[src/rtl/pixel_palette_mapper.sv]
// pixel_palette_mapper
//   Colour stage between the VGA timing generator and the output pins. For every
//   active pixel it reads an IDX_W-bit class index from frame-buffer BRAM and maps
//   it to COLOR_W-bit rgb. The mapping uses either the active palette or a
//   grayscale ramp of the index. Sync and blank are delayed so that they stay
//   aligned with rgb.
//   A new palette or mode is accepted into a single pending slot through a
//   valid/ready handshake. It is copied into the active set only on the frame
//   boundary, so a frame never mixes two palettes.
//
// Ports
//   clock, reset_n             pixel clock, synchronous active-low reset
//   hcount, vcount             current pixel position from the timing generator
//   hsync_in, vsync_in         syncs aligned with hcount
//   blank_in                   1 = outside active video
//   palette_in                 entry k (1..2**IDX_W-1) at bits [k*COLOR_W-1 -: COLOR_W]
//   mode_in                    0 = palette, 1 = grayscale of index
//   palette_valid              producer offers palette_in/mode_in
//   palette_ready              pending slot is empty
//   mem_addr, mem_data         frame-buffer read port (data RD_LATENCY cycles later)
//   rgb                        pixel colour, RD_LATENCY+2 cycles after the hcount sample
//   hsync_out, vsync_out       delayed syncs, aligned with rgb
//   blank_out                  delayed blank, aligned with rgb
module pixel_palette_mapper #(
  parameter int H_ACTIVE   = 640,
  parameter int V_ACTIVE   = 480,
  parameter int CNT_W      = 11,
  parameter int ADDR_W     = 19,
  parameter int IDX_W      = 3,
  parameter int COLOR_W    = 12,
  parameter int RD_LATENCY = 2
) (
  input  logic                                 clock,
  input  logic                                 reset_n,
  input  logic [CNT_W-1:0]                     hcount,
  input  logic [CNT_W-1:0]                     vcount,
  input  logic                                 hsync_in,
  input  logic                                 vsync_in,
  input  logic                                 blank_in,
  input  logic [((2**IDX_W)-1)*COLOR_W-1:0]    palette_in,
  input  logic                                 mode_in,
  input  logic                                 palette_valid,
  output logic                                 palette_ready,
  output logic [ADDR_W-1:0]                    mem_addr,
  input  logic [IDX_W-1:0]                     mem_data,
  output logic [COLOR_W-1:0]                   rgb,
  output logic                                 hsync_out,
  output logic                                 vsync_out,
  output logic                                 blank_out
);

  localparam int L      = RD_LATENCY + 2;
  localparam int N_ENT  = (2**IDX_W) - 1;
  localparam int PAL_W  = N_ENT * COLOR_W;
  localparam int COMP_W = COLOR_W / 3;
  // Enough index copies to cover one colour component; the MSBs are kept.
  localparam int REP    = COMP_W / IDX_W + 1;

  localparam logic [CNT_W-1:0] H_ACT_C = CNT_W'(H_ACTIVE);
  localparam logic [CNT_W-1:0] V_ACT_C = CNT_W'(V_ACTIVE);

  logic [ADDR_W-1:0]      pix_cnt;
  logic [L-1:0]           hs_sr;
  logic [L-1:0]           vs_sr;
  logic [L-1:0]           bl_sr;
  logic [PAL_W-1:0]       palette_active;
  logic [PAL_W-1:0]       palette_pending;
  logic                   mode_active;
  logic                   mode_pending;
  logic                   slot_empty;

  logic                   frame_start;
  logic                   active_px;
  logic [COLOR_W-1:0]     pal_col;
  logic [COLOR_W-1:0]     gray_col;
  logic [REP*IDX_W-1:0]   rep_idx;
  logic [COMP_W-1:0]      gray_comp;

  assign frame_start = (hcount == '0) && (vcount == V_ACT_C);
  assign active_px   = (hcount < H_ACT_C) && (vcount < V_ACT_C);

  always_comb begin
    pal_col = '0;
    for (int k = 1; k <= N_ENT; k++) begin
      if (mem_data == IDX_W'(k)) pal_col = palette_active[(k-1)*COLOR_W +: COLOR_W];
    end
  end

  always_comb begin
    rep_idx   = {REP{mem_data}};
    gray_comp = rep_idx[REP*IDX_W-1 -: COMP_W];
    gray_col  = '0;
    gray_col[3*COMP_W-1:0] = {3{gray_comp}};
  end

  always_ff @(posedge clock) begin
    if (!reset_n) begin
      pix_cnt         <= '0;
      mem_addr        <= '0;
      hs_sr           <= '0;
      vs_sr           <= '0;
      bl_sr           <= '1;
      rgb             <= '0;
      palette_active  <= '0;
      palette_pending <= '0;
      mode_active     <= 1'b0;
      mode_pending    <= 1'b0;
      slot_empty      <= 1'b1;
    end else begin
      // Raster address as a running count: rewound in vertical blank,
      // frozen in horizontal blank.
      if (vcount >= V_ACT_C) begin
        pix_cnt <= '0;
      end else if (active_px) begin
        mem_addr <= pix_cnt;
        pix_cnt  <= pix_cnt + ADDR_W'(1);
      end

      hs_sr <= {hs_sr[L-2:0], hsync_in};
      vs_sr <= {vs_sr[L-2:0], vsync_in};
      bl_sr <= {bl_sr[L-2:0], blank_in};

      // bl_sr[L-2] is this pixel's blank one stage before it lands in blank_out.
      if (bl_sr[L-2])        rgb <= '0;
      else if (mode_active)  rgb <= gray_col;
      else                   rgb <= pal_col;

      // The boundary swap takes priority. An offer that lands on the boundary
      // cycle with the slot empty fills the slot and waits for the next boundary.
      if (frame_start && !slot_empty) begin
        palette_active <= palette_pending;
        mode_active    <= mode_pending;
        slot_empty     <= 1'b1;
      end else if (palette_valid && slot_empty) begin
        palette_pending <= palette_in;
        mode_pending    <= mode_in;
        slot_empty      <= 1'b0;
      end
    end
  end

  assign palette_ready = slot_empty;
  assign hsync_out     = hs_sr[L-1];
  assign vsync_out     = vs_sr[L-1];
  assign blank_out     = bl_sr[L-1];

endmodule

[config.mk]
export PLATFORM = sky130hd
export DESIGN_NAME = pixel_palette_mapper
export DESIGN_NICKNAME = d
export VERILOG_FILES = /design/src/rtl/pixel_palette_mapper.sv
export SDC_FILE = /design/constraint.sdc
export NUM_CORES = 1
export LEC_CHECK = 0
export CAP_MARGIN = 20
export CORE_ASPECT_RATIO = 1.75
export CORE_MARGIN = 3
export CORE_UTILIZATION = 54
export CTS_BUF_LIST = sky130_fd_sc_hd__clkbuf_4 sky130_fd_sc_hd__clkbuf_8
export CTS_CLUSTER_DIAMETER = 60
export DETAILED_ROUTE_END_ITERATION = 8
export GPL_TIMING_DRIVEN = 0
export PLACE_DENSITY = 0.81
export SLEW_MARGIN = 30
export SYNTH_ARGS = -nofsm -noshare
export SYNTH_HDL_FRONTEND = slang
export SYNTH_SLANG_ARGS = --single-unit
[constraint.sdc]
create_clock -name clock -period 2 [get_ports clock]
set_input_delay 0.4 -clock clock [delete_from_list [all_inputs] [get_ports clock]]
set_output_delay 0.4 -clock clock [all_outputs]
set_load 0.03 [all_outputs]
==> impl_metrics.yaml, run 1 <==
critical_path:
  first_element_of_the_critical_path: "reset_n"
  start_kind: "input pin"
  timing_worst_setup_path_type: "input pin to register"
  cpPeakStageDelay_ns: 0.63
  reg2reg_depth: 6
  worstPathMaxFanout: 10
  critPathCapture: "rgb[10]"
  timing.critical_path.required_ns: 2.41
  crit_chain: "clkdlybuf4s50_1, nor2b_1, nand2b_1, clkbuf_1, or3_1, o22ai_1"
  crit_path_end_kind: "register"
  worstReg2RegEnd: "palette_active[53]"
  setup.reg_to_reg.worst_slack_ns: 0.14
  worstPathArrival_ns: 2.38
  critical_path.reg2reg.startpoint: "palette_ready"
  timing.critical_path.slowest_stage_cell: "sky130_fd_sc_hd__clkdlybuf4s50_1"
job:
  cap_viol_max_count: 0
floorplan:
  die_h_um: 183
  floorplan.die_area_sq_um: 19600
  core-area_sq_um: 17500
  initial_utilization_pct: 55.2
  die_w_um: 107
  placement_rows: 64
  io-pin-count: 151
clock_tree:
  numCtsBuffers: 35
  clock_sink_count: 233
  insertion_delay_ns: 0.50
  cts_root_buf: "sky130_fd_sc_hd__clkbuf_8"
  cts_tree: "done"
  clk_pin_slew_worst_paths_ns: 0.07
  htreeDepth: 2
  ctsLongestPathBuffers: 3
sta:
  finalHoldWorstSlack_ns: 0.421
  maxSlewViolCount: 0
  fin_setup_tns_ns: 0
  fin_worst_skew_ns: 0.0218
  final_critical_path_setup_slack_ns: 0.0284
  timing.final.hold_violations: 0
  min_period_over_period_pct: 98.6
  worst-slew-pin-transition_ns: 0.647
  final_setup_vio_count: 0
  slew_limit_headroom_pct: 56.8
  period_minus_slack_ns: 1.97
  clock.fmax_ghz: 0.507
pwr:
  pwr_density_cell_nw_per_um2: 772
  ir_worst_vdd_mv: 0.512
  power.static_leakage_nw: 4.16
drt:
  avgRoutedWirePerCell_um: 17.6
  drt_iter0_markers: 472
  vias_per_cell: 5.60
  detail-route-antenna-nets: 0
  drcViolationCount: 0
  route.final.wire_length_um: 27600
  vias: 8807
  dr.pass1.iters: 7
final_layout:
  post-route-util_pct: 69.7
  post-route-cell-area_sq_um: 12200
  final_cell_mix: "sky130_fd_sc_hd__dfxtp_1 (233), sky130_fd_sc_hd__nand2_1 (220), sky130_fd_sc_hd__a21boi_0 (154), sky130_fd_sc_hd__clkdlybuf4s50_1 (148), sky130_fd_sc_hd__o21ai_0 (92)"
  final_net_count: 1435
  syn2layout_area_growth_pct: 26.2
  most_common_cell_after_layout_fill_and_taps_aside: "sky130_fd_sc_hd__dfxtp_1"
  layout-drive-gt1-share_pct: 9.10
placement:
  dpl.hpwl_um: 21200
  io_buffer_count: 149
  globalplace.congestion: 0.960
  dpl_worst_slack_ns: -0.644
  placedInstanceArea_sq_um: 11500
logic_synthesis:
  synth.net_count: 1248
  synthesis.instances: 1131
  ys_top_cells_by_area: "sky130_fd_sc_hd__dfxtp_1 (48%), sky130_fd_sc_hd__a21boi_0 (12%), sky130_fd_sc_hd__nand2_1 (8.6%), sky130_fd_sc_hd__o21ai_0 (4.9%), sky130_fd_sc_hd__nand3_1 (4.8%)"
  yosysUniqueCellTypes: 45
  synth_async_sr_flop_share_pct: 0
  ys_ff_latch: 233
  postSynthAreaPerCell_sq_um: 8.56
  synth.yosys.seq_area_share_pct: 48.2
  post-synth-top-area-fraction_pct: 48.2
  yosys_warn_count: 0
  synthesis.area_sq_um: 9680
  post-synth-top-area-cell: "sky130_fd_sc_hd__dfxtp_1"
  ys.flop_type: "sky130_fd_sc_hd__dfxtp_1"
  synth_enable_flop_cells: 0
run_status:
  run_status: "complete, no violations"
worst_hold_path:
  hold_path.class: "register to register"
global_route:
  maximum_number_of_pins_on_one_net_before_global_route_repair: 15
  track_usage_pct: 28.1
  globalRouteOverflowTotal: 0
  antenna_violations_before_repair: 1
  first_global_vias: 8991
  grt_pass1_wl_um: 43900
synthesized netlist by cell type (9+ instances only):
master and number:
sky130_fd_sc_hd__o21ai_0 94, sky130_fd_sc_hd__a222oi_1 12, sky130_fd_sc_hd__nand2_1 221, sky130_fd_sc_hd__o22ai_1 12, sky130_fd_sc_hd__nand3_1 92, sky130_fd_sc_hd__a21boi_1 35, sky130_fd_sc_hd__buf_2 20, sky130_fd_sc_hd__a21oi_1 33
sky130_fd_sc_hd__nor3b_1 9, sky130_fd_sc_hd__a21boi_0 154, sky130_fd_sc_hd__or3_1 16, sky130_fd_sc_hd__mux2_2 9, sky130_fd_sc_hd__dfxtp_1 233, sky130_fd_sc_hd__clkbuf_1 73, sky130_fd_sc_hd__o2bb2ai_1 15, sky130_fd_sc_hd__and2_1 11
sky130_fd_sc_hd__nor2_1 17
cell type report:
type                    count  area (sq um)
fillers                  1479          5320
flip-flops and latches    233          4660
multi-input cells         792          4570
repair buffers            152          1510
clock buffers              52           672
plain buffers             101           460
well taps                 231           289
clock inverters             7          37.5
inverters                   3          11.3
diodes                      1          2.50
where the power goes:
group	leakage [nW]	switching, mW	internal, mW
combinational	1.88	0.341	0.368
sequential	1.89	0.0564	4.75
clock	0.379	1.77	2.15
how the worst min path moves through the flow:
stage / from / cells after the start / slack (ns) / to
finish: bl_sr[1] / 1 / 0.42 / bl_sr[2]
global route: bl_sr[1] / 1 / 0.42 / bl_sr[2]
CTS: bl_sr[1] / 1 / 0.42 / bl_sr[2]
detailed placement: bl_sr[1] / 1 / 0.41 / bl_sr[2]
global placement: bl_sr[0] / 1 / 0.39 / bl_sr[1]
floorplan: bl_sr[0] / 1 / 0.39 / bl_sr[1]
routing by layer:
metal  GRT usage, %  vias to the layer above  wire length [um]
met1           28.2                     4063              9790
li1               -                     4355                 -
met5              0                        -                 0
met3           3.56                      103              1110
met4           17.1                        0              1720
met2           53.5                      286             15000
what timing repair did:
action,CTS,global route
setup endpoints to repair,104,97
hold buffers,0,0
pin swaps,2,0
buffers inserted,3,0
cloned,0,0
hold endpoints to repair,0,0
gates resized for setup,3,29
logic make-up (layout without fill, tap and decap cells):
logic type | count (synthesis) | count (layout) | synth area share (%)
muxes | 10 | 10 | 1.15
buffers and inverters | 106 | 315 | 4.76
DFF | 233 | 233 | 48.2
and+or+nand+nor | 406 | 406 | 19.6
adders and majority gates | 1 | 1 | 0.129
other | 0 | 1 | 0
AOI/OAI and AO/OA | 372 | 372 | 25.9
xor gates and xnor gates | 3 | 3 | 0.271
registers in the layout, summed over array words and instances, names as in the netlist:
signal           cells
bl_sr                4
hs_sr                4
mem_addr            19
mode_active          1
mode_pending         1
palette_active      84
palette_pending     84
palette_ready        1
pix_cnt             19
rgb                 12
vs_sr                4
worst max-delay path: cells and delay by family:
family	cells	cell delay [ns]
and+or+nand+nor	3	0.90
buffers and inverters	2	0.87
AOI/OAI and AO/OA	1	0.22
stage by stage:
step	cells	total power, mW
after detailed placement	1511	5.61
after global routing	1572	9.78
final	1572	9.44
after floorplan	1131	5.24
after global placement	1511	5.60
after CTS	1571	9.50
Note: power is estimated with default switching activity, not from simulation.
==> inputs of run 2 (changes only) <==
CORE_UTILIZATION = 50   (was 54)
PLACE_DENSITY = 0.79   (was 0.81)
clock period = 1.6 ns   (was 2 ns; I/O delays follow)
==> run 2 against run 1 <==
- the flow now finishes with violations (negative setup slack)
- critical path depth is the same
- utilization shrank 1.4 points
- clock power grew 29%
- first-iteration DRC count grew 15%
- register-to-register slack lost 0.14 ns
- via count grew 0.72%
- global-route usage shrank 2.8 points
- die area grew 7.6%
- critical endpoint is now rgb[9]
==> impl_metrics.yaml, run 2 (synthesis gave the netlist of run 1 again) <==
final_layout:
  final_cell_mix: "sky130_fd_sc_hd__dfxtp_1 (223), sky130_fd_sc_hd__nand2_1 (220), sky130_fd_sc_hd__a21boi_0 (123), sky130_fd_sc_hd__clkdlybuf4s50_1 (103), sky130_fd_sc_hd__nand3_1 (84)"
  largestRegisters: "palette_active (84), palette_pending (84)"
  final_net_count: 1455
  final-instance-count-excl-fill: 1600
  post-route-util_pct: 68.3
  multi_input_area_sq_um: 4750
  layout-drive-gt1-share_pct: 15.6
  num-fill-cells: 1556
  syn2layout_area_growth_pct: 32.8
  num_antenna_cells: 0
  final-seq-area_sq_um: 4690
  most_common_cell_after_layout_fill_and_taps_aside: "sky130_fd_sc_hd__dfxtp_1"
drt:
  vias_per_cell: 5.54
  detail-route-antenna-nets: 0
  vias: 8870
  route.final.wire_length_um: 28100
  dr.pass1.iters: 5
  drcViolationCount: 0
  drt_iter0_markers: 543
  avgRoutedWirePerCell_um: 17.5
floorplan:
  die_w_um: 111
  core-area_sq_um: 18800
  io-pin-count: 151
  die_h_um: 190
  placement_rows: 66
  initial_utilization_pct: 51.4
  floorplan.die_area_sq_um: 21100
clock_tree:
  insertion_delay_ns: 0.52
  clock_sink_count: 233
  htreeDepth: 2
  cts.hold.buffers_added: 0
  cts_tree: "done"
  clk_pin_slew_worst_paths_ns: 0.07
  ctsLongestPathBuffers: 3
  numCtsBuffers: 35
  cts_root_buf: "sky130_fd_sc_hd__clkbuf_8"
critical_path:
  setup.reg_to_reg.worst_slack_ns: 0
  worstPathMaxFanout: 10
  worstReg2RegEnd: "pix_cnt[10]"
  start_kind: "input pin"
  timing.critical_path.required_ns: 1.97
  timing_worst_setup_path_type: "input pin to register"
  worstPathArrival_ns: 1.99
  crit_path_end_kind: "register"
  critical_path.reg2reg.startpoint: "pix_cnt[0]"
  reg2reg_depth: 7
  first_element_of_the_critical_path: "mem_data[0]"
run_status:
  run_status: "complete, but fails checks"
  failed_checks: "negative setup slack"
placement:
  io_buffer_count: 149
  dpl_worst_slack_ns: -0.922
  place_inst: 1518
  globalplace.congestion: 0.961
  dpl.hpwl_um: 20500
global_route:
  globalRouteOverflowTotal: 0
  antenna_violations_before_repair: 0
  maximum_number_of_pins_on_one_net_before_global_route_repair: 20
  first_global_vias: 8960
  track_usage_pct: 25.3
  grt_pass1_wl_um: 43700
pwr:
  pwr_density_cell_nw_per_um2: 933
  power.static_leakage_nw: 4.65
  ir_worst_vdd_mv: 0.715
sta:
  final_critical_path_setup_slack_ns: -0.0197
  unrepaired_setup_endpoints_after_global_routing: "yes"
  worst-slew-pin-transition_ns: 0.530
  clock.fmax_ghz: 0.617
  final_setup_vio_count: 2
  min_period_over_period_pct: 101
  fin_worst_skew_ns: 0.0255
  timing.final.hold_violations: 0
  maxSlewViolCount: 0
  period_minus_slack_ns: 1.62
  slew_limit_headroom_pct: 64.7
job:
  cap_viol_max_count: 0
worst_hold_path:
  min_from: "vcount[10]"
  hold_path.class: "input pin to register"
  worstHoldEndpoint: "pix_cnt[18]"
  holdPathStages: 4
-- run 2: cell types whose count changed in the layout (fill, tap and decap cells not counted), sizes merged --
| cell | delta |
|---|---|
| buf | +21 |
| clkbuf | +6 |
| clkdlybuf4s15 | +5 |
| dlymetal6s2s | +7 |
| clkinv | -4 |
| clkdlybuf4s50 | -45 |
| diode | -1 |
| dlygate4sd2 | +33 |
| clkinvlp | -1 |
-- run 2: layout make-up --
class                      instances  area share (%)
multi-input combinational        792            36.9
sequential                       233            36.5
timing repair buffer             172            13.1
clock buffer                      59            5.68
buffer                           101            5.31
tap                              238            2.32
inverter                           3          0.0876
clock inverter                     2          0.0779
-- run 2: critical path: stages --
cell and delay (ns):
sky130_fd_sc_hd__clkdlybuf4s50_1 0.46, sky130_fd_sc_hd__buf_4 0.21, sky130_fd_sc_hd__buf_2 0.19, sky130_fd_sc_hd__clkbuf_8 0.18
sky130_fd_sc_hd__a222oi_1 0.46, sky130_fd_sc_hd__o22ai_1 0.16
-- run 2: timing repair --
| item | CTS | global route |
|---|---|---|
| setup endpoints to repair | 255 | 179 |
| resized for setup | 116 | 216 |
| pin swaps | 7 | 42 |
| cloned | 1 | 3 |
| setup buffers | 8 | 11 |
-- run 2: how the worst max path moves through the flow --
stage	end	depth (start not counted)
floorplan	palette_active[20]	6
global placement	palette_active[27]	7
detailed placement	palette_pending[62]	7
CTS	palette_active[56]	8
global route	pix_cnt[10]	7
finish	rgb[9]	6
-- run 2: metrics by stage --
step | power (mW) | area (sq um) | hold slack, ns | setup TNS (ns)
after global placement | 7.00 | 11500 | 0.389 | -163.60
after floorplan | 6.55 | 9680 | 0.386 | 0
after CTS | 12.1 | 12400 | 0.359 | -0.511
after detailed placement | 7.02 | 11500 | 0.407 | -167.52
final | 12.0 | 12900 | 0.335 | -0.0212
after global routing | 12.4 | 12900 | 0.355 | -3.41
-- run 2: power by group --
group          internal (mW)  switching [mW]  leakage (nW)
clock                   2.86            2.20         0.398
sequential              5.92          0.0742          1.90
combinational          0.480           0.447          2.35
total                   9.27            2.73          4.65
-- run 2: routing by layer --
layer | vias to the layer above | global-route usage, % | share of wire, %
met4 | 0 | 12.8 | 5.3
met1 | 4127 | 26.5 | 37
li1 | 4392 | - | -
met2 | 252 | 48.7 | 54
met5 | - | 0 | 0
met3 | 99 | 2.99 | 3.8
==> inputs of run 3 (changes only) <==
REMOVE_ABC_BUFFERS = 1   (was unset)
SKIP_CTS_REPAIR_TIMING = 1   (was unset)
==> run 3 against run 2 <==
- the flow still finishes with violations (negative setup slack)
- non-clock buffer count down 59
- clock power shrank 5.5%
- design area grew 1.2%
- worst hold slack got worse by 0.13 ns
- via count rose by 1.7%
- combinational power increased by 4.3%
- highest routed layer unchanged
- die area stayed put
- first-iteration DRC count increased by 26%
==> impl_metrics.yaml, run 3 (synthesis gave the netlist of run 1 again) <==
run_status:
  run_status: "complete, but fails checks"
  failed_checks: "negative setup slack"
pwr:
  pwr_density_cell_nw_per_um2: 903
  ir_worst_vdd_mv: 0.661
  power.static_leakage_nw: 5.14
floorplan:
  initial_utilization_pct: 51.4
  io-pin-count: 151
  die_h_um: 190
  die_w_um: 111
  placement_rows: 66
  core-area_sq_um: 18800
  floorplan.die_area_sq_um: 21100
final_layout:
  most_common_cell_after_layout_fill_and_taps_aside: "sky130_fd_sc_hd__dfxtp_1"
  layout-drive-gt1-share_pct: 16.7
  post-route-util_pct: 69.1
  final-seq-area_sq_um: 4680
  multi_input_area_sq_um: 4940
  num-fill-cells: 1488
  final_net_count: 1403
  syn2layout_area_growth_pct: 34.4
  num_antenna_cells: 0
  largestRegisters: "palette_active (84), palette_pending (84)"
  final_cell_mix: "sky130_fd_sc_hd__dfxtp_1 (223), sky130_fd_sc_hd__nand2_1 (219), sky130_fd_sc_hd__a21boi_0 (136), sky130_fd_sc_hd__clkdlybuf4s50_1 (98), sky130_fd_sc_hd__nand3_1 (90)"
sta:
  final_critical_path_setup_slack_ns: -0.185
  fin_worst_skew_ns: 0.0218
  clock.fmax_ghz: 0.560
  slew_limit_headroom_pct: 54.4
  period_minus_slack_ns: 1.79
  worst-slew-pin-transition_ns: 0.681
  unrepaired_setup_endpoints_after_global_routing: "yes"
  timing.final.hold_violations: 0
  final_setup_vio_count: 88
  maxSlewViolCount: 0
  min_period_over_period_pct: 112
  finalHoldWorstSlack_ns: 0.208
clock_tree:
  numCtsBuffers: 35
  htreeDepth: 2
  clk_pin_slew_worst_paths_ns: 0.06
  cts_root_buf: "sky130_fd_sc_hd__clkbuf_8"
  cts_tree: "done"
  insertion_delay_ns: 0.51
  clock_sink_count: 233
  ctsLongestPathBuffers: 3
global_route:
  track_usage_pct: 22.1
  globalRouteOverflowTotal: 0
  grt_pass1_wl_um: 39600
  maximum_number_of_pins_on_one_net_before_global_route_repair: 116
  first_global_vias: 8257
  antenna_violations_before_repair: 0
drt:
  avgRoutedWirePerCell_um: 19.1
  drcViolationCount: 0
  drt_iter0_markers: 682
  route.final.wire_length_um: 29500
  vias: 9021
  detail-route-antenna-nets: 0
  vias_per_cell: 5.85
  dr.pass1.iters: 8
critical_path:
  critical_path_most_common_cell: "sky130_fd_sc_hd__buf_12"
  timing_worst_setup_path_type: "input pin to register"
  reg2reg_depth: 8
  cpPeakStageDelay_ns: 0.46
  crit_path_end_kind: "register"
  worstPathMaxFanout: 12
  critical_path.reg2reg.startpoint: "palette_ready"
  worstPathArrival_ns: 2.17
  timing.critical_path.required_ns: 1.99
  crit_chain: "clkdlybuf4s50_1, nor4_4, nand4_1, buf_6, buf_12, buf_8, buf_12, o21ai_2, a21boi_1"
  worstReg2RegEnd: "palette_active[62]"
  timing.critical_path.slowest_stage_cell: "sky130_fd_sc_hd__clkdlybuf4s50_1"
  start_kind: "input pin"
  setup.reg_to_reg.worst_slack_ns: -0.16
worst_hold_path:
  worstHoldEndpoint: "mem_addr[3]"
  hold_path.class: "input pin to register"
  min_from: "reset_n"
  holdPathStages: 2
job:
  cap_viol_max_count: 0
placement:
  globalplace.congestion: 0.811
  dpl.hpwl_um: 15800
  io_buffer_count: 150
  dpl_worst_slack_ns: -1.27
## run 3: how the worst max path moves through the flow
stage                         endpoint          start  cells after the start  slack, ns
finish              palette_active[62]      vcount[3]                      9      -0.19
detailed placement              rgb[1]    mem_data[1]                      5      -1.27
global route        palette_active[50]      vcount[3]                      9      -0.21
floorplan                  mode_active  palette_ready                      4      -1.21
CTS                 palette_active[20]  palette_ready                      7      -0.77
global placement            pix_cnt[5]        reset_n                      3      -6.20
## run 3: worst max-delay path, delay by kind of cell
family / cells / cell delay, ns
compound gates: 2 / 0.19
simple gates: 2 / 0.59
buf+inv: 5 / 1.06
## run 3: power breakdown
group	internal [mW]	switching (mW)	total [mW]
sequential	5.93	0.0665	6.00
combinational	0.487	0.479	0.966
clock	2.62	2.17	4.79
total	9.04	2.71	11.8
## run 3: metrics by stage
step	setup TNS [ns]	cell area [sq um]	total power, mW	cells
after floorplan	-173.74	9230	6.45	1028
after global placement	-934.46	11000	7.02	1416
after detailed placement	-148.77	11200	7.00	1428
after CTS	-74.85	11900	11.7	1484
after global routing	-11.95	13000	12.2	1543
final	-8.25	13000	11.8	1543
## run 3: final cells by class
cell class                 instances  area share (%)
timing repair buffer             214            18.5
tap                              238            2.29
sequential                       233            36.0
inverter                           3          0.0865
multi-input combinational        799            38.0
clock buffer                      56            5.15
## run 3: metal layers
layer,routed length (um),global-route usage [%]
met5,0,0
met4,1010,9.32
met3,1840,3.69
met2,15800,40.6
met1,10900,25.1
